### src/rtl/updown_counter_mod_pkg.sv
// Shared types and constants for the up/down counter slice (package udc_pkg).
// Holds the limit-mode encoding and the default and maximum parameter values.
package udc_pkg;

  typedef enum logic {
    UDC_WRAP = 1'b0,
    UDC_SAT  = 1'b1
  } udc_mode_e;

  localparam int UDC_WIDTH_DEF    = 16;
  localparam int UDC_PRESCALE_DEF = 4;
  localparam int UDC_PRESCALE_MAX = 256;

  // Prescale count only reaches PRESCALE-1, so 256 still fits in 8 bits.
  localparam int UDC_PRE_CNT_W = $clog2(UDC_PRESCALE_MAX);

endpackage

### src/rtl/updown_counter_mod_if.sv
// Control, limit and status signals of the up/down counter, grouped as one bus.
// master drives the controls and observes status; slave is the counter side.
interface udc_if
  import udc_pkg::*;
#(
  parameter int WIDTH = UDC_WIDTH_DEF
) ();

  logic             ld_cnt;
  logic             updn_cnt;
  logic             count_enb;
  logic             mode;
  logic [WIDTH-1:0] max_val;
  logic             flag_clr;
  logic [WIDTH-1:0] data_in;
  logic [WIDTH-1:0] data_out;
  logic             tc;
  logic             ovf;
  logic             unf;

  modport master (
    output ld_cnt, updn_cnt, count_enb, mode, max_val, flag_clr, data_in,
    input  data_out, tc, ovf, unf
  );

  modport slave (
    input  ld_cnt, updn_cnt, count_enb, mode, max_val, flag_clr, data_in,
    output data_out, tc, ovf, unf
  );

endinterface

### src/rtl/updown_counter_mod_prescaler.sv
// Step prescaler: tick is high on every PRESCALE-th enabled cycle, combinationally.
// Count holds while enb is low and returns to zero on clr or rst.
module udc_prescaler
  import udc_pkg::*;
#(
  parameter int PRESCALE = UDC_PRESCALE_DEF
) (
  input  logic clk,
  input  logic rst,
  input  logic clr,
  input  logic enb,
  output logic tick
);

  localparam logic [UDC_PRE_CNT_W-1:0] LAST = UDC_PRE_CNT_W'(PRESCALE - 1);
  localparam logic [UDC_PRE_CNT_W-1:0] ONE  = UDC_PRE_CNT_W'(1);

  logic [UDC_PRE_CNT_W-1:0] cnt_q;

  assign tick = enb && (cnt_q == LAST);

  always_ff @(posedge clk) begin
    if (rst || clr) begin
      cnt_q <= '0;
    end else if (tick) begin
      cnt_q <= '0;
    end else if (enb) begin
      cnt_q <= cnt_q + ONE;
    end
  end

endmodule

### src/rtl/updown_counter_mod.sv
// Up/down counter with load, wrap/saturate limits at 0..max_val, sticky ovf/unf and a tc pulse.
// One-cycle registered outputs; optional step prescaler under UDC_PRESCALER_EN.
module updown_counter_mod
  import udc_pkg::*;
#(
  parameter int WIDTH    = UDC_WIDTH_DEF,
  parameter int PRESCALE = UDC_PRESCALE_DEF
) (
  input logic  clk,
  input logic  rst,
  udc_if.slave bus
);

  localparam logic [WIDTH-1:0] ONE = WIDTH'(1);

  logic [WIDTH-1:0] cnt_q;
  logic [WIDTH-1:0] cnt_d;
  logic             tc_q;
  logic             ovf_q;
  logic             unf_q;
  logic             ovf_set;
  logic             unf_set;
  logic             load;
  logic             step_en;
  logic             tick;
  logic             step;
  logic             sat;

  assign load    = ~bus.ld_cnt;
  assign step_en = bus.ld_cnt & bus.count_enb;
  assign sat     = (udc_mode_e'(bus.mode) == UDC_SAT);

`ifdef UDC_PRESCALER_EN
  udc_prescaler #(
    .PRESCALE (PRESCALE)
  ) u_prescaler (
    .clk  (clk),
    .rst  (rst),
    .clr  (load),
    .enb  (step_en),
    .tick (tick)
  );
`else
  // Without the prescaler every enabled cycle steps and PRESCALE has no effect.
  logic unused_prescale;
  assign unused_prescale = (PRESCALE > 0);
  assign tick = 1'b1;
`endif

  assign step = step_en & tick;

  // Limits are detected by comparing before the +/-1 so data_out never overflows.
  always_comb begin
    cnt_d   = cnt_q;
    ovf_set = 1'b0;
    unf_set = 1'b0;
    if (load) begin
      cnt_d = (bus.data_in > bus.max_val) ? bus.max_val : bus.data_in;
    end else if (step) begin
      if (bus.updn_cnt) begin
        if (cnt_q >= bus.max_val) begin
          ovf_set = 1'b1;
          cnt_d   = sat ? bus.max_val : '0;
        end else begin
          cnt_d = cnt_q + ONE;
        end
      end else begin
        if (cnt_q == '0) begin
          unf_set = 1'b1;
          cnt_d   = sat ? '0 : bus.max_val;
        end else if (cnt_q > bus.max_val) begin
          // max_val was lowered under the count: count-1 >= max_val, so clamp.
          cnt_d = bus.max_val;
        end else begin
          cnt_d = cnt_q - ONE;
        end
      end
    end
  end

  always_ff @(posedge clk) begin
    if (rst) begin
      cnt_q <= '0;
      tc_q  <= 1'b0;
      ovf_q <= 1'b0;
      unf_q <= 1'b0;
    end else begin
      cnt_q <= cnt_d;
      tc_q  <= ovf_set | unf_set;
      ovf_q <= (ovf_q & ~bus.flag_clr) | ovf_set;
      unf_q <= (unf_q & ~bus.flag_clr) | unf_set;
    end
  end

  assign bus.data_out = cnt_q;
  assign bus.tc       = tc_q;
  assign bus.ovf      = ovf_q;
  assign bus.unf      = unf_q;

endmodule

### src/flat_wrapper.sv
// flat-port wrapper written by rule: the top's interface ports become plain ports
module updown_counter_mod_flat import udc_pkg::*;
#(
  parameter int WIDTH    = UDC_WIDTH_DEF,
  parameter int PRESCALE = UDC_PRESCALE_DEF
)
  (clk, rst, bus_ld_cnt, bus_updn_cnt, bus_count_enb, bus_mode, bus_max_val, bus_flag_clr, bus_data_in, bus_data_out, bus_tc, bus_ovf, bus_unf);
  udc_if #(.WIDTH(WIDTH)) bus_i ();
  input logic clk;
  input logic rst;
  input wire logic [$bits(bus_i.ld_cnt)-1:0] bus_ld_cnt;
  input wire logic [$bits(bus_i.updn_cnt)-1:0] bus_updn_cnt;
  input wire logic [$bits(bus_i.count_enb)-1:0] bus_count_enb;
  input wire logic [$bits(bus_i.mode)-1:0] bus_mode;
  input wire logic [$bits(bus_i.max_val)-1:0] bus_max_val;
  input wire logic [$bits(bus_i.flag_clr)-1:0] bus_flag_clr;
  input wire logic [$bits(bus_i.data_in)-1:0] bus_data_in;
  output wire logic [$bits(bus_i.data_out)-1:0] bus_data_out;
  output wire logic [$bits(bus_i.tc)-1:0] bus_tc;
  output wire logic [$bits(bus_i.ovf)-1:0] bus_ovf;
  output wire logic [$bits(bus_i.unf)-1:0] bus_unf;
  assign bus_i.ld_cnt = bus_ld_cnt;
  assign bus_i.updn_cnt = bus_updn_cnt;
  assign bus_i.count_enb = bus_count_enb;
  assign bus_i.mode = bus_mode;
  assign bus_i.max_val = bus_max_val;
  assign bus_i.flag_clr = bus_flag_clr;
  assign bus_i.data_in = bus_data_in;
  assign bus_data_out = bus_i.data_out;
  assign bus_tc = bus_i.tc;
  assign bus_ovf = bus_i.ovf;
  assign bus_unf = bus_i.unf;
  updown_counter_mod #(.WIDTH(WIDTH), .PRESCALE(PRESCALE)) u_core (.clk(clk), .rst(rst), .bus(bus_i));
endmodule
### config.mk
export PLATFORM = sky130hd
export DESIGN_NAME = updown_counter_mod_flat
export DESIGN_NICKNAME = d
export VERILOG_FILES = /design/src/rtl/updown_counter_mod_pkg.sv /design/src/rtl/updown_counter_mod_if.sv /design/src/rtl/updown_counter_mod_prescaler.sv /design/src/rtl/updown_counter_mod.sv /design/src/flat_wrapper.sv
export SDC_FILE = /design/constraint.sdc
export NUM_CORES = 1
export LEC_CHECK = 0
export ABC_AREA = 1
export BUFFER_PORTS_ARGS = -buffer_cell sky130_fd_sc_hd__buf_2
export CAP_MARGIN = 10
export CORE_AREA = 2 2 86 88
export CTS_BUF_LIST = sky130_fd_sc_hd__clkbuf_4
export CTS_CLUSTER_DIAMETER = 40
export CTS_CLUSTER_SIZE = 14
export DETAILED_ROUTE_END_ITERATION = 8
export DIE_AREA = 0 0 88 90
export PLACE_DENSITY = 0.81
export SKIP_LAST_GASP = 1
export SLEW_MARGIN = 20
export SYNTH_ARGS = -nofsm -noshare
export SYNTH_HDL_FRONTEND = slang
export SYNTH_SLANG_ARGS = --single-unit
export TNS_END_PERCENT = 20
### constraint.sdc
create_clock -name clk -period 1.9 [get_ports clk]
set_input_delay 0.095 -clock clk [delete_from_list [all_inputs] [get_ports clk]]
set_output_delay 0.095 -clock clk [all_outputs]
set_load 0.1 [all_outputs]
==> impl_metrics.ini <==
[status]
result_of_the_run = finished, violations left
failed_checks = setup timing

[synthesis]
top_area_cells_in_the_synthesized_netlist = sky130_fd_sc_hd__nand2_1, sky130_fd_sc_hd__ha_1, sky130_fd_sc_hd__nand3_1
synth-seq-cells = 19
proportion_of_netlist_area_held_by_the_largest_area_contributor_pct = 18.30
synth_seq_area_share_pct = 10.36
mean_post_synth_cell_area_sq_um = 5.693
synthArstFlopShare_pct = 0
post_synth_num_cell_types = 37
post_syn_nets = 719
synth.top_cells.by_count = sky130_fd_sc_hd__nand2_1, sky130_fd_sc_hd__inv_1, sky130_fd_sc_hd__nand3_1
post_synth_mux_area_share_pct = 0
synth-edff-count = 0
xor_xnor_fraction_of_synth_area_pct = 4.293
synth-warning-count = 0
yosysMostFrequentCell = sky130_fd_sc_hd__nand2_1
synth_simple_gate_area_share_pct = 45.14
synth_cells = 645
yosys_most_used_dff = sky130_fd_sc_hd__dfxtp_1
combinational_family_with_the_most_area_after_synthesis = simple AND/OR/NAND/NOR gates
post_synth_instance_area_sq_um = 3672
most_area_hungry_cell_type_in_the_yosys_netlist = sky130_fd_sc_hd__nand2_1
synth_fa_ha_area_share_pct = 11.93
synth-compound-area-share_pct = 12.71

[floorplanning]
io_pins = 58
floorplan.die_area_sq_um = 7920
dieHeight_um = 90
die_wd_um = 88
start_util_pct = 52.31
core-area_sq_um = 7020
core.rowCount = 31

[finish]
drive_above_1_share_pct = 31.25
area_growth_syn_to_layout_pct = 35.78
design.final.nets = 843
number_of_diodes_added_for_antenna_fixing = 0
final-seq-area_sq_um = 440.4
fill_cells = 637
multi_input_comb_area_sq_um = 2999

[power]
seqPwrFrac_pct = 18.2
vdd.ir_drop.worst_uv = 303.4
internal_power_uw = 1163
net-switching-power_uw = 1418
comb_power_share_pct = 71.1
cellLeakagePower_uw = 0.002737
clk_pwr_share_pct = 10.7
report.power.total_uw = 2582
switching_share_pct = 54.94
power.density_nw_per_um2 = 517.8

[critical_path]
timing.critical_path.mode_cell = sky130_fd_sc_hd__nor2_1
path_cells = ha_4 -> nand4_1 -> nor2_4 -> nand4_4 -> nand3_4 -> buf_12 -> o21ai_1 -> nand2_1 -> nor2_1 -> nor2_1 -> a21oi_2
path_class = reg2reg
timing.critical_path.from_type = flop
crit_arrival_ps = 2310
worstPathMaxFanout = 13
timing.critical_path.to_type = flop
worst-endpoint-required_ps = 2130
slowest_stage = sky130_fd_sc_hd__dfxtp_4
critPathMaxStageDelay_ps = 390

[placed_design]
place.gp.congestion = 1.055
port_buffers = 57
dp_slack_ps = -206.7
half_perimeter_wire_length_of_the_detailed_placement_result_um = 11160

[flow_run]
number_of_violations_of_the_max_capacitance_limit = 0

[global_route]
grt_pass1_vias = 4765
top_usage_layer = met2
remaining_global_route_overflow = 0
use_met3_pct = 4.959
globalRouteMet1Util_pct = 50.47
grt_antenna_before_repair = 0
first_pass_grt_wire_length_um = 24270
grt_start_max_net_pins = 20
grtUsageTotal_pct = 38.89
global_route.usage.met2_pct = 63.57

[sta]
worst_pin_slew_ps = 645.6
period_share_pct = 109.5
post-route-min-period_ps = 2080
headroom_to_the_max_slew_limit_pct = 56.80
final_hold_viol_count = 0
setup_viol = 16
postLayoutSetupSlackWorst_ps = -179.6
finClkSkew_ps = 2.621
fmax_ghz = 0.4809
unrepaired_setup_endpoints_after_global_routing = true
number_of_slew_limit_violations_in_the_final_report = 0

[route]
detail_route.wirelength_um = 14760
drt_pass1_iterations = 6
drt-initial-drc-count = 541
avgRoutedWirePerCell_um = 17.02
drt_drc_violations_left = 0
antenna_violating_nets_post_route = 0
dr_total_vias = 4885
post_detailed_route_via_to_cell_ratio = 5.634

[cts]
numCtsBuffers = 3
root_buffer = sky130_fd_sc_hd__clkbuf_4
cts_tree = built
cts.sinks = 19
insertion_delay_ps = 350
cts_max_level = 1
cts.clk_slew.worst_paths_ps = 160
clock_tree.buffer_depth = 2

[min_path]
worstHoldPathType = in2reg
## area by class of cell
class                      instances  area share (%)
clock inverter                     1          0.1004
tap                               99           2.484
inverter                         112           8.482
sequential                        19           8.833
timing repair buffer             144           19.50
multi-input combinational        489           60.15
clock buffer                       3          0.4517
## worst paths after layout
path | from | endpoint | slack, ps | cells after the start
max | u_core.bus.data_out[10] | u_core.bus.data_out[10] | -180 | 11
min | bus_max_val[2] | u_core.bus.data_out[2] | 100 | 5
max reg2reg | u_core.bus.data_out[10] | u_core.bus.data_out[10] | -180 | 11
min reg2reg | u_core.bus.ovf | u_core.bus.ovf | 480 | 2
## critical path: cells and delay by family (launching register included)
family                     cells  cell delay [ps]
and+or+nand+nor                7              990
AOI/OAI and AO/OA              2              160
DFF                            1              390
buffers and inverters          1              150
adders and majority gates      1              270
## metrics by stage
step           hold WS [ps]  util, %  instances  TNS, ps  area [sq um]
6_report              100.4    71.02        867    -1910          4986
5_1_grt               144.7    71.02        867    -3478          4986
4_1_cts               109.4    70.20        866    -1136          4928
3_5_place_dp          374.5    67.12        858    -2268          4712
3_3_place_gp          360.1    67.12        858    -1761          4712
2_1_floorplan         270.1        -        645   -230.8          3831
## metal layers
metal / part of all wire [%] / vias up
met5: 0 / -
li1: - / 2322
met4: 4.0 / 0
met2: 47 / 312
met1: 39 / 2187
met3: 9.8 / 64
## cells by family after synthesis
group,after synthesis
AO/OA/AOI/OAI,80
XOR/XNOR,18
flip-flops,19
adder cells (fa/ha/maj),35
AND/OR/NAND/NOR,355
buffers and inverters,138
## power groups by stage
stage	combinational (uW)	clock, uW	sequential, uW
6_report	1840	277	469
5_1_grt	1990	283	474
4_1_cts	1780	271	469
3_5_place_dp	1700	0	473
3_3_place_gp	1670	0	472
2_1_floorplan	874	0	759
## cell usage in the layout (no fill, tap or decap), types with 2 or more instances in the layout
| master | instances |
|---|---|
| sky130_fd_sc_hd__a21o_1 | 2 |
| sky130_fd_sc_hd__a21oi_1 | 24 |
| sky130_fd_sc_hd__a21oi_2 | 13 |
| sky130_fd_sc_hd__and2_1 | 3 |
| sky130_fd_sc_hd__buf_2 | 57 |
| sky130_fd_sc_hd__buf_4 | 81 |
| sky130_fd_sc_hd__buf_6 | 3 |
| sky130_fd_sc_hd__clkbuf_4 | 3 |
| sky130_fd_sc_hd__clkinv_1 | 2 |
| sky130_fd_sc_hd__dfxtp_1 | 3 |
| sky130_fd_sc_hd__dfxtp_4 | 16 |
| sky130_fd_sc_hd__ha_1 | 23 |
| sky130_fd_sc_hd__ha_2 | 2 |
| sky130_fd_sc_hd__ha_4 | 10 |
| sky130_fd_sc_hd__inv_1 | 101 |
| sky130_fd_sc_hd__inv_2 | 8 |
| sky130_fd_sc_hd__nand2_1 | 170 |
| sky130_fd_sc_hd__nand2_2 | 8 |
| sky130_fd_sc_hd__nand2_4 | 7 |
| sky130_fd_sc_hd__nand3_1 | 77 |
| sky130_fd_sc_hd__nand3_2 | 6 |
| sky130_fd_sc_hd__nand3_4 | 3 |
| sky130_fd_sc_hd__nand3b_1 | 2 |
| sky130_fd_sc_hd__nand4_1 | 22 |
| sky130_fd_sc_hd__nor2_1 | 40 |
| sky130_fd_sc_hd__nor2_2 | 4 |
| sky130_fd_sc_hd__nor2_4 | 4 |
| sky130_fd_sc_hd__nor3_1 | 2 |
| sky130_fd_sc_hd__nor3_2 | 3 |
| sky130_fd_sc_hd__nor3_4 | 2 |
| sky130_fd_sc_hd__o21ai_0 | 13 |
| sky130_fd_sc_hd__o21ai_1 | 17 |
| sky130_fd_sc_hd__o21ai_2 | 2 |
| sky130_fd_sc_hd__o21bai_1 | 7 |
| sky130_fd_sc_hd__xor2_1 | 18 |
## state kept, by name (all words and copies together) (netlist names)
| name | count |
|---|---|
| u_core.bus.data_out | 16 |
| u_core.bus.ovf | 1 |
| u_core.bus.tc | 1 |
| u_core.bus.unf | 1 |
## what timing repair did
action / in CTS / in global routing
hold buffers: 1 / 0
gates cloned: 1 / 0
setup endpoints to repair: 16 / 16
pin swaps: 15 / 12
endpoints found under the hold margin: 1 / 0
buffers inserted: 2 / 1
gates resized for setup: 27 / 13
(Power assumes the default switching activity.)
